## config.mk

```make
export PLATFORM = sky130hd
export DESIGN_NAME = granule_stage_sequencer
export DESIGN_NICKNAME = d
export VERILOG_FILES = /design/src/rtl/granule_stage_sequencer_pkg.sv /design/src/rtl/granule_stage_sequencer_stage_watchdog.sv /design/src/rtl/granule_stage_sequencer.sv
export SDC_FILE = /design/constraint.sdc
export NUM_CORES = 1
export LEC_CHECK = 0
export CORE_UTILIZATION = 45
export DETAILED_ROUTE_END_ITERATION = 6
export PLACE_DENSITY = 0.66
export SLEW_MARGIN = 0
export SYNTH_ARGS = -nofsm -noshare
export SYNTH_HDL_FRONTEND = slang
export SYNTH_HIERARCHICAL = 1
export SYNTH_SLANG_ARGS = --single-unit
export TNS_END_PERCENT = 1
```

## constraint.sdc

```tcl
create_clock -name clk -period 3.3 [get_ports clk]
set_input_delay 0.495 -clock clk [delete_from_list [all_inputs] [get_ports clk]]
set_output_delay 0.495 -clock clk [all_outputs]
set_load 0.05 [all_outputs]
```

## src/rtl/granule_stage_sequencer_pkg.sv

```systemverilog
// Shared definitions for the granule stage sequencer: stage indices, FSM encoding
// and the default watchdog limit.
package granule_stage_sequencer_pkg;

    localparam int STAGE_HUFFMAN    = 0;
    localparam int STAGE_REQUANTIZE = 1;
    localparam int STAGE_REORDER    = 2;
    localparam int STAGE_STEREO     = 3;
    localparam int STAGE_ANTIALIAS  = 4;
    localparam int STAGE_IMDCT      = 5;

    localparam int DEFAULT_TIMEOUT_CYCLES = 65535;

    typedef enum logic [1:0] {
        ST_IDLE  = 2'd0,
        ST_WAIT  = 2'd1,
        ST_ABORT = 2'd2
    } seq_state_e;

endpackage

```

## src/rtl/granule_stage_sequencer_stage_watchdog.sv

```systemverilog
// Per-stage watchdog: clearable saturating cycle counter with a registered
// one-cycle expiry pulse raised in the cycle the count reaches TIMEOUT_CYCLES.
module stage_watchdog
    import granule_stage_sequencer_pkg::*;
#(
    parameter int TIMEOUT_CYCLES = DEFAULT_TIMEOUT_CYCLES
) (
    input  logic clk,
    input  logic rst,
    input  logic clear,
    input  logic enable,
    output logic expired
);

    localparam int CW = $clog2(TIMEOUT_CYCLES + 1);

    logic [CW-1:0] count_q, count_d;
    logic          expired_q, expired_d;

    // Saturates at the limit so a single expiry yields exactly one pulse.
    always_comb begin
        count_d   = count_q;
        expired_d = 1'b0;
        if (clear) begin
            count_d = '0;
        end else if (enable && (count_q != CW'(TIMEOUT_CYCLES))) begin
            count_d   = count_q + 1'b1;
            expired_d = (count_q == CW'(TIMEOUT_CYCLES - 1));
        end
    end

    always_ff @(posedge clk) begin
        if (!rst) begin
            count_q   <= '0;
            expired_q <= 1'b0;
        end else begin
            count_q   <= count_d;
            expired_q <= expired_d;
        end
    end

    assign expired = expired_q;

endmodule

```

## src/rtl/granule_stage_sequencer.sv

```systemverilog
// Frame scheduler: pulses each decode stage in order, once per granule, waiting for
// each stage's done, and aborts the frame if a stage stalls past the watchdog limit.
module granule_stage_sequencer
    import granule_stage_sequencer_pkg::*;
#(
    parameter int NUM_STAGES         = 6,
    parameter int GRANULES_PER_FRAME = 2,
    parameter int TIMEOUT_CYCLES     = DEFAULT_TIMEOUT_CYCLES,
    localparam int GW = (GRANULES_PER_FRAME > 1) ? $clog2(GRANULES_PER_FRAME) : 1
) (
    input  logic                  clk,
    input  logic                  rst,
    input  logic                  frame_start,
    output logic [NUM_STAGES-1:0] stage_ready,
    input  logic [NUM_STAGES-1:0] stage_done,
    output logic [GW-1:0]         granule_index,
    output logic [3:0]            active_stage,
    output logic                  busy,
    output logic                  frame_done,
    output logic                  timeout_error,
    output logic                  protocol_error
);

    seq_state_e            state_q, state_d;
    logic [NUM_STAGES-1:0] stage_ready_q, stage_ready_d;
    logic [GW-1:0]         granule_q, granule_d;
    logic [3:0]            active_q, active_d;
    logic                  frame_done_q, frame_done_d;
    logic                  perr_q, perr_d;

    logic                  in_wait;
    logic                  done_accept;
    logic                  last_stage;
    logic                  last_granule;
    logic                  expired;
    logic [NUM_STAGES-1:0] active_mask;
    logic [NUM_STAGES-1:0] stray_done;

    assign in_wait      = (state_q == ST_WAIT);
    assign active_mask  = NUM_STAGES'(1) << active_q;
    assign last_stage   = (active_q == 4'(NUM_STAGES - 1));
    assign last_granule = (granule_q == GW'(GRANULES_PER_FRAME - 1));
    // The cycle a stage is kicked its done is not yet meaningful.
    assign done_accept  = in_wait && !(|stage_ready_q) && |(stage_done & active_mask);

    for (genvar gi = 0; gi < NUM_STAGES; gi++) begin : g_stray
        assign stray_done[gi] = stage_done[gi] && (active_q != 4'(gi));
    end

    stage_watchdog #(
        .TIMEOUT_CYCLES(TIMEOUT_CYCLES)
    ) u_watchdog (
        .clk    (clk),
        .rst    (rst),
        .clear  (|stage_ready_d),
        .enable (in_wait),
        .expired(expired)
    );

    always_ff @(posedge clk) begin
        if (!rst) begin
            state_q       <= ST_IDLE;
            stage_ready_q <= '0;
            granule_q     <= '0;
            active_q      <= '0;
            frame_done_q  <= 1'b0;
            perr_q        <= 1'b0;
        end else begin
            state_q       <= state_d;
            stage_ready_q <= stage_ready_d;
            granule_q     <= granule_d;
            active_q      <= active_d;
            frame_done_q  <= frame_done_d;
            perr_q        <= perr_d;
        end
    end

    // A done that coincides with watchdog expiry takes priority.
    always_comb begin
        state_d = state_q;
        case (state_q)
            ST_IDLE:  if (frame_start) state_d = ST_WAIT;
            ST_WAIT: begin
                if (done_accept) begin
                    if (last_stage && last_granule) state_d = ST_IDLE;
                end else if (expired) begin
                    state_d = ST_ABORT;
                end
            end
            ST_ABORT: state_d = ST_IDLE;
            default:  state_d = ST_IDLE;
        endcase
    end

    always_comb begin
        stage_ready_d = '0;
        frame_done_d  = 1'b0;
        granule_d     = granule_q;
        active_d      = active_q;
        perr_d        = perr_q | (in_wait && ((|stray_done) || frame_start));
        case (state_q)
            ST_IDLE: begin
                if (frame_start) begin
                    granule_d     = '0;
                    active_d      = 4'(STAGE_HUFFMAN);
                    stage_ready_d = NUM_STAGES'(1);
                end
            end
            ST_WAIT: begin
                if (done_accept) begin
                    if (!last_stage) begin
                        active_d      = active_q + 4'd1;
                        stage_ready_d = active_mask << 1;
                    end else if (!last_granule) begin
                        granule_d     = granule_q + GW'(1);
                        active_d      = 4'(STAGE_HUFFMAN);
                        stage_ready_d = NUM_STAGES'(1);
                    end else begin
                        frame_done_d  = 1'b1;
                    end
                end
            end
            default: ;
        endcase
    end

    assign stage_ready    = stage_ready_q;
    assign granule_index  = granule_q;
    assign active_stage   = active_q;
    assign busy           = in_wait;
    assign frame_done     = frame_done_q;
    assign timeout_error  = (state_q == ST_ABORT);
    assign protocol_error = perr_q;

endmodule

```

==> results.cfg <==
[logic_synthesis]
netlist.area_leader.share = 0.359
synthFlopType = dfxtp_1
async_flop_share = 0
yosysMostFrequentCell = dfxtp_1
yosysTopAreaCell = dfxtp_1
synth_area_um2 = 1790
synth_area_leaders = dfxtp_1 (36%), a21oi_1 (3.9%), nand2_1 (3.8%)
ys_types = 50
syn_avg_cell_area_um2 = 8.84
ys_ff_latch = 32
synth_edf_count = 0
yosysWarnings = 6
ys_seq_area_frac = 0.359
synth_fp_nets = 214
ys_top_cells_by_count = dfxtp_1 (32), nand2_1 (18), a21oi_1 (14), nor2_1 (11), or3_1 (10)
syn_inst = 202

[pwr]
power_density_nw_per_um2 = 443
power_frac_seq = 0.424
p_clk_frac = 0.431
ir_worst_vdd_mv = 0.426
switching_share = 0.253
pwr-share-comb = 0.145
p_int_uw = 718
switchingPower_uw = 243
p_leak_nw = 0.778

[cts]
hold_buffers = 0
h-tree-depth = 2
cts_resized = 0
cts_buffers = 5
cts_tree = done
clkSlewWorstSetupHoldPaths_ns = 0.07
ctsRootBufferMaster = clkbuf_8
cts_sinks = 32
post_cts_buffers = 0
clkLatencyLatePin_ns = 0.28
cts_buffer_depth = 2

[floorplan]
core_area_um2 = 3740
die_area_um2 = 4220
rows = 22
initial_core_util = 0.477
die_y_um = 65.0
die_w_um = 65.0
ios = 24

[global_route]
grt_pass1_wl_um = 6850
first_global_vias = 1537
antenna_found_initial = 0
track_usage = 0.211
grt_max_degree = 21
grt-ovfl-total = 0

[setup_path]
required_ns = 3.47
worstPathCellList = and2_1 -> ha_1 -> nor2b_1 -> and3_1 -> nor2_1 -> a221oi_2 -> nand2b_1 -> buf_4 -> nor2_1
start_kind = flop
r2r_slack_ns = 0.63
crit_slowest_cell = dfxtp_1
path_class = reg2reg
end_kind = flop
cp_data_arrival_time_ns = 2.84
crit_top_cell = nor2_1
cpPeakStageDelay_ns = 0.65
worstPathMaxFanout = 17

[timing]
setup-tns-final_ns = 0
hold_ws_ns = 0.462
rsz0062_at_grt = no
hold_viol = 0
fin_crit_sh = 0.808
setup_viol = 0
skew_ns = 0.00614
slew_headroom = 0.561
max_freq_mhz = 375
finalMaxSlewViolations = 0
worst_slew_pin_slew_ns = 0.656
period_minus_slack_ns = 2.67

[run]
maxCapViolations = 0

[placed_design]
dpl.hpwl_um = 2820
globalplace.congestion = 0.820
port_buffers = 23

[route]
wire_per_inst_um = 14.5
first_pass_iters = 4
wl_um = 3970
drt_iter0_drc = 86
post_drt_via_cell_ratio = 5.77
drc = 0
vias = 1580
antenna_left = 0

[worst_hold_path]
hold_path_class = reg2reg

[cells_and_area]
diodes = 0
drive_gt1_frac = 0.115
syn2layout_area_growth_pct = 21.5
final_nets = 237

[status]
status = finished clean
layer usage:
layer / up-vias / routed length [um] / global-route usage
met4: 0 / 23 / 0.0806
met3: 3 / 132 / 0.0511
met5: - / 0 / 0
met1: 743 / 1740 / 0.239
met2: 33 / 2070 / 0.375
li1: 801 / - / -
power by group through the flow:
stage	Sequential (mW)	Combinational, mW	Clock (mW)
finish	0.408	0.139	0.415
global route	0.410	0.152	0.444
global placement	0.415	0.137	0
floorplan	0.429	0.0848	0
CTS	0.407	0.140	0.424
detailed placement	0.416	0.140	0
placed cells by master (no fill, tap or decap), drive strengths merged, types with 2 or more instances in the layout:
cell,count
dfxtp,32
clkdlybuf4s50,23
nand2,18
a21oi,16
nor2,13
or3,10
o21ai,9
and4,7
clkbuf,7
nor4,7
nand4,7
inv,6
and3,6
mux2i,6
and2,5
nand3,5
nor2b,4
o31ai,4
xnor2,4
nor3b,3
nor3,3
ha,3
buf,3
or4,3
nand2b,2
a211oi,2
final cells by class:
class                      count  area [um2]
fill                         355        1570
multi-input combinational    154        1070
sequential                    32         641
timing repair buffer          26         253
clock buffer                   7        96.3
tap                           48        60.1
clock inverter                 1        30.0
inverter                       6        22.5
worst paths after layout:
| check | from | to | depth (start not counted) |
|---|---|---|---|
| max reg2reg | active_stage[0] | u_watchdog/count_q[12] | 9 |
| max | active_stage[0] | u_watchdog/count_q[12] | 9 |
| min reg2reg | protocol_error | protocol_error | 2 |
| min | protocol_error | protocol_error | 2 |
per-stage QoR:
step,power (mW),instance area (um2),setup slack (ns),instances,utilization
3_3_place_gp,0.553,2040,0.723,266,0.546
4_1_cts,0.971,2170,0.668,274,0.580
6_report,0.962,2170,0.632,274,0.580
3_5_place_dp,0.556,2040,0.647,266,0.546
5_1_grt,1.01,2170,0.461,274,0.580
2_1_floorplan,0.514,1790,0.417,202,-
kinds of logic (layout without fill, tap and decap cells):
logic type               Yosys count  count (layout)  share of synthesized area
flip-flops                        32              32                      0.359
XOR/XNOR                           4               4                     0.0196
adder cells (fa/ha/maj)            3               3                     0.0210
AND/OR/NAND/NOR                   97              97                      0.341
multiplexers                       7               7                     0.0399
buffers and inverters             16              40                     0.0434
AO/OA/AOI/OAI                     43              43                      0.177
critical path: cells and delay by family (launching register included):
| family | cells | cell delay, ns |
|---|---|---|
| adders and majority gates | 1 | 0.15 |
| buffers and inverters | 1 | 0.24 |
| AOI/OAI and AO/OA | 1 | 0.49 |
| and+or+nand+nor | 6 | 1.02 |
| DFF | 1 | 0.65 |
flip-flops by register name, indices dropped and copies added (netlist names):
| register | count |
|---|---|
| protocol_error | 1 |
| granule_index | 1 |
| active_stage | 4 |
| frame_done | 1 |
| u_watchdog/count_q | 16 |
| state_q | 2 |
| stage_ready | 6 |
| u_watchdog/expired | 1 |
Note: power is estimated with default switching activity, not from simulation.
